--- config.mk ---
export PLATFORM = sky130hd
export DESIGN_NAME = exc_commit_ctrl
export DESIGN_NICKNAME = d
export VERILOG_FILES = /design/src/rtl/exc_commit_ctrl_pkg.sv /design/src/rtl/exc_commit_ctrl_prio_enc.sv /design/src/rtl/exc_commit_ctrl.sv
export SDC_FILE = /design/constraint.sdc
export NUM_CORES = 1
export LEC_CHECK = 0
export CORE_UTILIZATION = 37
export CTS_BUF_LIST = sky130_fd_sc_hd__clkbuf_2
export CTS_CLUSTER_SIZE = 8
export DETAILED_ROUTE_END_ITERATION = 16
export GPL_ROUTABILITY_DRIVEN = 0
export PLACE_DENSITY = 0.93
export SLEW_MARGIN = 20
export SYNTH_ARGS = -nofsm -noshare
export SYNTH_HDL_FRONTEND = slang
export SYNTH_SLANG_ARGS = --single-unit
--- constraint.sdc ---
create_clock -name clk -period 2.7 [get_ports clk]
set_input_delay 0.54 -clock clk [delete_from_list [all_inputs] [get_ports clk]]
set_output_delay 0.54 -clock clk [all_outputs]
set_load 0.1 [all_outputs]
--- src/rtl/exc_commit_ctrl_pkg.sv ---
// exc_commit_ctrl_pkg: exception flag indices, ExcCodes and shared types for the WB commit controller
package exc_commit_ctrl_pkg;
    localparam int EXF_ADEL_IF  = 0;
    localparam int EXF_RI       = 1;
    localparam int EXF_OV       = 2;
    localparam int EXF_SYS      = 3;
    localparam int EXF_BP       = 4;
    localparam int EXF_ADEL_MEM = 5;
    localparam int EXF_ADES     = 6;
    localparam logic [4:0] EX_INT  = 5'd0;
    localparam logic [4:0] EX_ADEL = 5'd4;
    localparam logic [4:0] EX_ADES = 5'd5;
    localparam logic [4:0] EX_SYS  = 5'd8;
    localparam logic [4:0] EX_BP   = 5'd9;
    localparam logic [4:0] EX_RI   = 5'd10;
    localparam logic [4:0] EX_OV   = 5'd12;
    typedef enum logic {IDLE, REDIR} state_t;
    typedef struct packed {
        logic       any;
        logic [4:0] excode;
        logic       is_fetch_adel;
    } exc_sel_t;
endpackage

--- src/rtl/exc_commit_ctrl_prio_enc.sv ---
// exc_prio_enc: picks the winning exception (interrupt first, then faults by flag priority)
module exc_prio_enc
    import exc_commit_ctrl_pkg::*;
#(
    parameter int NFLAG = 7
) (
    input  logic [NFLAG-1:0] ws_ex_flags,
    input  logic             has_int,
    output exc_sel_t         sel
);
    // Flag bit order already matches fault priority, so the lowest set bit wins after INT
    always_comb begin
        sel.any           = has_int | (|ws_ex_flags);
        sel.is_fetch_adel = ~has_int & ws_ex_flags[EXF_ADEL_IF];
        sel.excode        = has_int                    ? EX_INT  :
                            ws_ex_flags[EXF_ADEL_IF]   ? EX_ADEL :
                            ws_ex_flags[EXF_RI]        ? EX_RI   :
                            ws_ex_flags[EXF_OV]        ? EX_OV   :
                            ws_ex_flags[EXF_SYS]       ? EX_SYS  :
                            ws_ex_flags[EXF_BP]        ? EX_BP   :
                            ws_ex_flags[EXF_ADEL_MEM]  ? EX_ADEL :
                            ws_ex_flags[EXF_ADES]      ? EX_ADES : EX_INT;
    end
endmodule

--- src/rtl/exc_commit_ctrl.sv ---
// exc_commit_ctrl: WB-stage exception/ERET commit, pipeline flush and held fetch redirect
module exc_commit_ctrl
    import exc_commit_ctrl_pkg::*;
#(
    parameter logic [31:0] EXC_VEC = 32'hbfc00380,
    parameter int          NFLAG   = 7
) (
    input  logic             clk,
    input  logic             reset,
    input  logic             ws_valid,
    input  logic [31:0]      ws_pc,
    input  logic             ws_bd,
    input  logic [NFLAG-1:0] ws_ex_flags,
    input  logic [31:0]      ws_badvaddr,
    input  logic             ws_eret,
    input  logic             has_int,
    input  logic [31:0]      c0_epc,
    input  logic             redirect_ready,
    output logic             wb_ex,
    output logic [4:0]       wb_excode,
    output logic             wb_bd,
    output logic [31:0]      wb_pc,
    output logic [31:0]      wb_badvaddr,
    output logic             eret_flush,
    output logic             ws_commit,
    output logic             flush_pipe,
    output logic             redirect_valid,
    output logic [31:0]      redirect_pc,
    output logic [31:0]      exc_count
);
    state_t      state_q, state_d;
    logic [31:0] redirect_pc_q, redirect_pc_d;
    logic [31:0] exc_count_q, exc_count_d;
    exc_sel_t    sel;
    logic        idle, take;

    exc_prio_enc #(.NFLAG(NFLAG)) u_enc (
        .ws_ex_flags (ws_ex_flags),
        .has_int     (has_int),
        .sel         (sel)
    );

    // Commit decisions are only made from IDLE and are silenced during reset
    always_comb begin
        idle          = (state_q == IDLE) & ~reset;
        take          = idle & ws_valid & (sel.any | ws_eret);
        wb_ex         = take & sel.any;
        eret_flush    = take & ~sel.any;
        ws_commit     = idle & ws_valid & ~take;
        flush_pipe    = take | ((state_q == REDIR) & ~reset);
        wb_excode     = sel.excode;
        wb_bd         = ws_bd;
        wb_pc         = ws_pc;
        wb_badvaddr   = sel.is_fetch_adel ? ws_pc : ws_badvaddr;
        state_d       = take ? REDIR : (state_q == REDIR) & redirect_ready ? IDLE : state_q;
        redirect_pc_d = take ? (sel.any ? EXC_VEC : c0_epc) : redirect_pc_q;
        exc_count_d   = take & ~(&exc_count_q) ? exc_count_q + 32'd1 : exc_count_q;
    end

    // FSM state, held redirect target and saturating commit counter
    always_ff @(posedge clk) begin
        if (reset) begin
            state_q       <= IDLE;
            redirect_pc_q <= '0;
            exc_count_q   <= '0;
        end else begin
            state_q       <= state_d;
            redirect_pc_q <= redirect_pc_d;
            exc_count_q   <= exc_count_d;
        end
    end

    assign redirect_valid = state_q == REDIR;
    assign redirect_pc    = redirect_pc_q;
    assign exc_count      = exc_count_q;
endmodule
## Word-level counts from Yosys, hierarchy flattened

Cells that the tools add are included.

| word-level totals | value |
|---|---|
| flip-flop bits (word level) | 65 |
| bits of input ports | 110 |
| word-level logic and storage cells | 38 |

| operators by class | value |
|---|---|
| add/sub/neg operators | 1 |
| mux-type cells | 12 |
| bitwise gates (word level) | 19 |
| reductions and logical operators | 3 |

Operator list:

| cell | count |
|---|---|
| 32-bit two-way mux | 2 |
| 5-bit two-way mux | 7 |
| 32-bit by 1-bit adder with 32-bit output (second input constant) | 1 |
| 32-bit AND reduction | 1 |
| 1-bit AND | 10 |
| 7-bit OR reduction | 1 |
| 1-bit inverter | 6 |
| 3-bit two-way mux | 1 |
| 1-bit bitwise OR | 3 |
| 1-bit two-way mux | 2 |
| 2-bit nonzero test | 1 |

## Logic depth before layout (Yosys ltp)

| logic depth | value |
|---|---|
| depth after elaboration | 8 |
| gate-level depth with buffers | 8 |
| gate-level depth less buffers | 6 |

## Cells and area by module

A second synthesis with hierarchy kept.

| second synthesis, totals | value |
|---|---|
| cell total of the unflattened synthesis | 443 |
| area, all modules | 3734.8 um^2 |

Modules (own cells, without submodules):

| module | times used | cells each | area an instance (um^2) | sequential area each (um^2) |
|---|---|---|---|---|
| exc_commit_ctrl | 1 | 426 | 3639.7 | 1301.2 |
| exc_prio_enc | 1 | 17 | 95.1 | 0.0 |

## Worst setup path before layout

OpenSTA, ideal clock, no wires.

| timing path | value |
|---|---|
| path kind | input to output |
| start point | in has_int |
| end point | out wb_excode[0] |
| arrival | 3.090 ns |
| required time | 2.160 ns |
| slack | -0.930 ns |
| stages | 2 |
| path buffers | 0 |
| cell sequence | or4_1 -> nor3_1 |

| between the ends | value |
|---|---|
| word-level cells in the longest chain between the ends | 1 |

RTL lines:

| element | line | RTL |
|---|---|---|
| start: declaration | exc_commit_ctrl.sv:16 | `input logic has_int,` |
| 5-bit two-way mux | exc_commit_ctrl_prio_enc.sv:15 | `sel.excode = has_int ? EX_INT :` |
| end: declaration | exc_commit_ctrl.sv:20 | `output logic [4:0] wb_excode,` |

No other way between the ends.

## Worst setup path after layout

| timing path | value |
|---|---|
| start point | in ws_ex_flags[0] |
| end point | out wb_excode[0] |

| between the ends | value |
|---|---|
| word-level cells in the longest chain between the ends | 2 |

RTL lines:

| element | line | RTL |
|---|---|---|
| start: declaration | exc_commit_ctrl.sv:13 | `input logic [NFLAG-1:0] ws_ex_flags,` |
| 5-bit two-way mux | exc_commit_ctrl_prio_enc.sv:16 | `ws_ex_flags[EXF_ADEL_IF] ? EX_ADEL :` |
| 5-bit two-way mux | exc_commit_ctrl_prio_enc.sv:15 |  |

No other way between the ends.

==> flow_results.org <==
** STA
- For the pin with the worst max-slew slack, the measured transition is ~0.66 ns.
- Headroom to the max-slew limit came out at 56.2%.
- Setup repair after global routing left no endpoint under its margin.
- Post-route worst hold slack :: between 0.3 and 0.4 ns
- Final-report setup violation count :: 0
- Fmax :: about 380 MHz
- On the final layout, the worst clock skew is around 0.032 ns.
- Slack of the critical path :: 0.0610 ns
- Final Hold Vio Count :: 0
- The worst path uses 97.7% of the clock period.
- Final max-slew violation count :: 0
- For the finished layout, the period the worst path requires is between 2 and 3 ns.
- For the final routed database, the setup TNS stands at 0 ns.

** Routing
- Average via count per standard cell :: between 5 and 6
- Once detail routing completed, the nets flagged for antenna violations numbered 0.
- Total vias in the final route :: 4,417
- Initial DRC count :: approximately 240
- In the routed design, unresolved DRC markers number 0.
- After detailed routing, the average wire length per cell comes to between 20 and 25 µm.
- Wire length after detailed routing :: around 17 mm
- The first detailed-routing pass took 7 iterations.

** Worst setup path
- R2r startpoint :: exc_count[3]
- Traced cell by cell, the critical path runs through clkdlybuf4s50_1, buf_4, or4_1, nor3_4, buf_12.
- Endpoint type of the worst setup path :: output pin
- For the worst setup path, the data required time is 2.16 ns.
- The most critical setup path has its startpoint at ws_ex_flags[0].
- Grouping stages by cell kind, the critical path spends the most delay in buffers and inverters.
- Worst-path fanout max :: 4
- Critical path class :: in2out
- CP peak stage delay :: between 0.4 and 0.5 ns
- STA classifies the critical path startpoint as an input port.
- Counting both buffers and inverters, the worst setup path holds a total of 3.
- WP data arrival :: roughly 2.1 ns
- Critical-path cell with the highest stage delay :: sky130_fd_sc_hd__clkdlybuf4s50_1

** Power
- Per report_power, the clock group accounts for about 26% of the total.
- In this run, the combinational gates consume between 40% and 50% of the power.
- Flop pwr share :: between 30% and 40%
- IR analysis of the VDD net gives a maximum drop of between 0.0002 and 0.0003 V.
- Cell internal power dissipation :: 1.86 mW
- Switching share of power :: between 40% and 50%
- Total power divided by cell area :: roughly 450 nW/µm²
- Net Sw Power :: 1.25 mW
- Leakage power :: 2.69 nW

** Floorplan
- During I/O placement, the number of pins put on the boundary was roughly 250.
- The die covers 10,300 µm².
- Core box area :: about 9700 µm²
- Initial Utilization :: 37.9%
- In this run the horizontal extent of the chip is just over 100 µm.
- From bottom edge to top edge, the die measures roughly 100 µm.
- Row generation in the floorplan step produced 36 rows.

** Final layout
- # nets final :: ~770
- Post-layout instance count excluding filler cells :: 800
- From synthesis to final layout, the design area changed by 87.7%.
- In the final layout, the share of cells above drive strength 1 is between 30% and 40%.
- Cells fill between 70% and 80% of the core in the end.

** Hold path
- Worst hold path class :: in2reg
- The startpoint identified for the worst hold timing path is reset.

** Logic synthesis
- After technology mapping, the gate count stands at roughly 450.
- During synthesis, Yosys emitted a total of 0 warnings.
- After synthesis, the mean cell area works out to 8.26 µm².
- The most used flip-flop cell after synthesis is sky130_fd_sc_hd__dfxtp_1.
- Synthesis produced a netlist with a net count of between 500 and 600.
- Number of different library cells in the post-synthesis netlist :: 37
- Sequential element share of the synthesized area :: a little over a third
- Fraction of registers with async set or reset after synthesis :: 0%
- Number of enable-type register cells in the synthesized netlist :: 0
- In this run the cell area of the synthesized design comes to between 3000 and 4000 µm².
- Flip-flop and latch count after synthesis :: 65

** Clock network
- Later-pin clock latency in the skew report :: between 0.4 and 0.5 ns
- Hold-fix buffers at CTS :: 0
- In this run the clock root is driven by a sky130_fd_sc_hd__clkbuf_2.
- CTS H-tree lvls :: 3
- TritonCTS buffer count :: 9
- CTS max path bufs :: 2
- Clock tree synthesis found a total of 65 sinks.
- After clock tree synthesis, the clock-pin slew on the worst setup and hold paths is ~0.22 ns.
- TritonCTS built the clock tree.

** GRT
- Vias in the first global route :: 4,407
- Sum of overflow across all layers after global routing :: 0
- Entering global routing, the biggest net connects 60 pins.
- Global routing used between 30% and 40% of the available tracks.
- Wire length of the first global-routing pass :: between 20 and 30 mm
- Antenna violations before repair :: 1

** Placement
- Input/output buffers :: about 250
- Detailed placement finished with a half-perimeter wire length of between 10 and 15 mm.
- The number of placed instances, taps included, is between 700 and 800.
- Worst setup slack before clock tree synthesis :: -0.104 ns

** Flow run
- Total of max-cap violations :: 0

** Status
- The flow ran to the end, and the final reports show no timing, DRC or antenna violations.
==> what timing repair did <==
| item | CTS | global route |
|---|---|---|
| buffers inserted | 0 | 0 |
| endpoints found under the setup margin | 2 | 2 |
| pin swaps | 0 | 0 |
| resized for setup | 3 | 2 |
| hold endpoints to repair | 0 | 0 |
==> cells in the final DEF, fill, tap and decap left out, types with 5 or more instances in the layout <==
cell / count
sky130_fd_sc_hd__clkdlybuf4s50_1: 106
sky130_fd_sc_hd__buf_4: 86
sky130_fd_sc_hd__buf_12: 74
sky130_fd_sc_hd__dfxtp_1: 63
sky130_fd_sc_hd__a21oi_1: 44
sky130_fd_sc_hd__nand2_1: 35
sky130_fd_sc_hd__nand3_1: 29
sky130_fd_sc_hd__nor3_1: 25
sky130_fd_sc_hd__nor2_1: 23
sky130_fd_sc_hd__mux2_2: 22
sky130_fd_sc_hd__or4_1: 16
sky130_fd_sc_hd__o31ai_1: 16
sky130_fd_sc_hd__mux2_1: 15
sky130_fd_sc_hd__nand4_1: 13
sky130_fd_sc_hd__o21ai_0: 10
sky130_fd_sc_hd__or3_1: 10
sky130_fd_sc_hd__clkbuf_2: 10
sky130_fd_sc_hd__and4_1: 6
sky130_fd_sc_hd__and3_1: 6
sky130_fd_sc_hd__inv_1: 5
sky130_fd_sc_hd__nor2b_1: 5
sky130_fd_sc_hd__nor4_1: 5
==> flip-flops by register name (all words and copies together) (netlist names) <==
name / flops
redirect_valid: 1
exc_count: 32
redirect_pc: 32
==> synth_stat cells (2+ instances only) <==
cell	count	area [µm²]
sky130_fd_sc_hd__dfxtp_1	65	1300
sky130_fd_sc_hd__a21oi_1	45	225
sky130_fd_sc_hd__nand2_1	37	139
sky130_fd_sc_hd__buf_4	35	263
sky130_fd_sc_hd__nand3_1	29	145
sky130_fd_sc_hd__nor3_1	27	135
sky130_fd_sc_hd__nor2_1	26	97.6
sky130_fd_sc_hd__mux2_2	22	248
sky130_fd_sc_hd__clkbuf_1	17	63.8
sky130_fd_sc_hd__o31ai_1	16	120
sky130_fd_sc_hd__or4_1	16	120
sky130_fd_sc_hd__mux2_1	15	169
sky130_fd_sc_hd__nand4_1	13	81.3
sky130_fd_sc_hd__o21ai_0	10	50.1
sky130_fd_sc_hd__or3_1	10	62.6
sky130_fd_sc_hd__buf_2	7	35.0
sky130_fd_sc_hd__and3_1	6	37.5
sky130_fd_sc_hd__and4_1	6	52.6
sky130_fd_sc_hd__inv_1	5	18.8
sky130_fd_sc_hd__nor2b_1	5	31.3
sky130_fd_sc_hd__nor4_1	5	31.3
sky130_fd_sc_hd__buf_1	4	15.0
sky130_fd_sc_hd__and2_1	3	18.8
sky130_fd_sc_hd__nand2b_1	3	18.8
sky130_fd_sc_hd__nor3b_1	3	22.5
sky130_fd_sc_hd__mux2i_1	2	20.0
sky130_fd_sc_hd__nor4_2	2	25.0
sky130_fd_sc_hd__xor2_1	2	17.5
==> area by class of cell <==
type	instances	area (µm²)
timing repair buffer	268	3200
tap	133	166
antenna	1	2.50
clock buffer	10	50.0
inverter	5	18.8
sequential	65	1300
fill	688	2790
clock inverter	6	114
multi-input combinational	312	2040
==> final timing paths <==
check	end	slack, ns	cells past startpoint
worst max-delay path	wb_excode[0]	0.06	5
worst min-delay path	exc_count[1]	0.38	2
worst max register to register	exc_count[29]	0.35	6
worst min register to register	redirect_pc[13]	0.47	2
==> layer usage <==
metal  track usage (%)  wire length [µm]  share of wire [%]
met1              37.1              6430                 38
met3              13.8              1930                 11
met4              8.14               328                1.9
met2              57.9              8380                 49
met5                 0                 0                  0
==> kinds of logic after synthesis <==
| family | after synthesis | synth area share [%] |
|---|---|---|
| flip-flops | 65 | 35.4 |
| adder cells (fa/ha/maj) | 1 | 0.341 |
| multiplexers | 39 | 11.9 |
| AND/OR/NAND/NOR | 194 | 28.9 |
| XOR/XNOR | 2 | 0.477 |
| other | 1 | 0.102 |
| buffers and inverters | 68 | 10.8 |
| AO/OA/AOI/OAI | 75 | 12.1 |
==> through the flow <==
stage                     total power, mW  area [µm²]
after floorplan                      1.80        3720
after global placement               2.32        6710
after detailed placement             2.33        6710
after CTS                            3.12        6880
after global routing                 3.19        6890
final                                3.11        6900
==> power groups by stage <==
stage	sequential (mW)	combinational, mW	clock (mW)
2_1_floorplan	1.12	0.676	0
3_3_place_gp	1.01	1.31	0
3_5_place_dp	1.01	1.32	0
4_1_cts	0.990	1.33	0.804
5_1_grt	0.993	1.36	0.842
6_report	0.991	1.33	0.793
No activity file was read; power rests on OpenSTA's default activity.
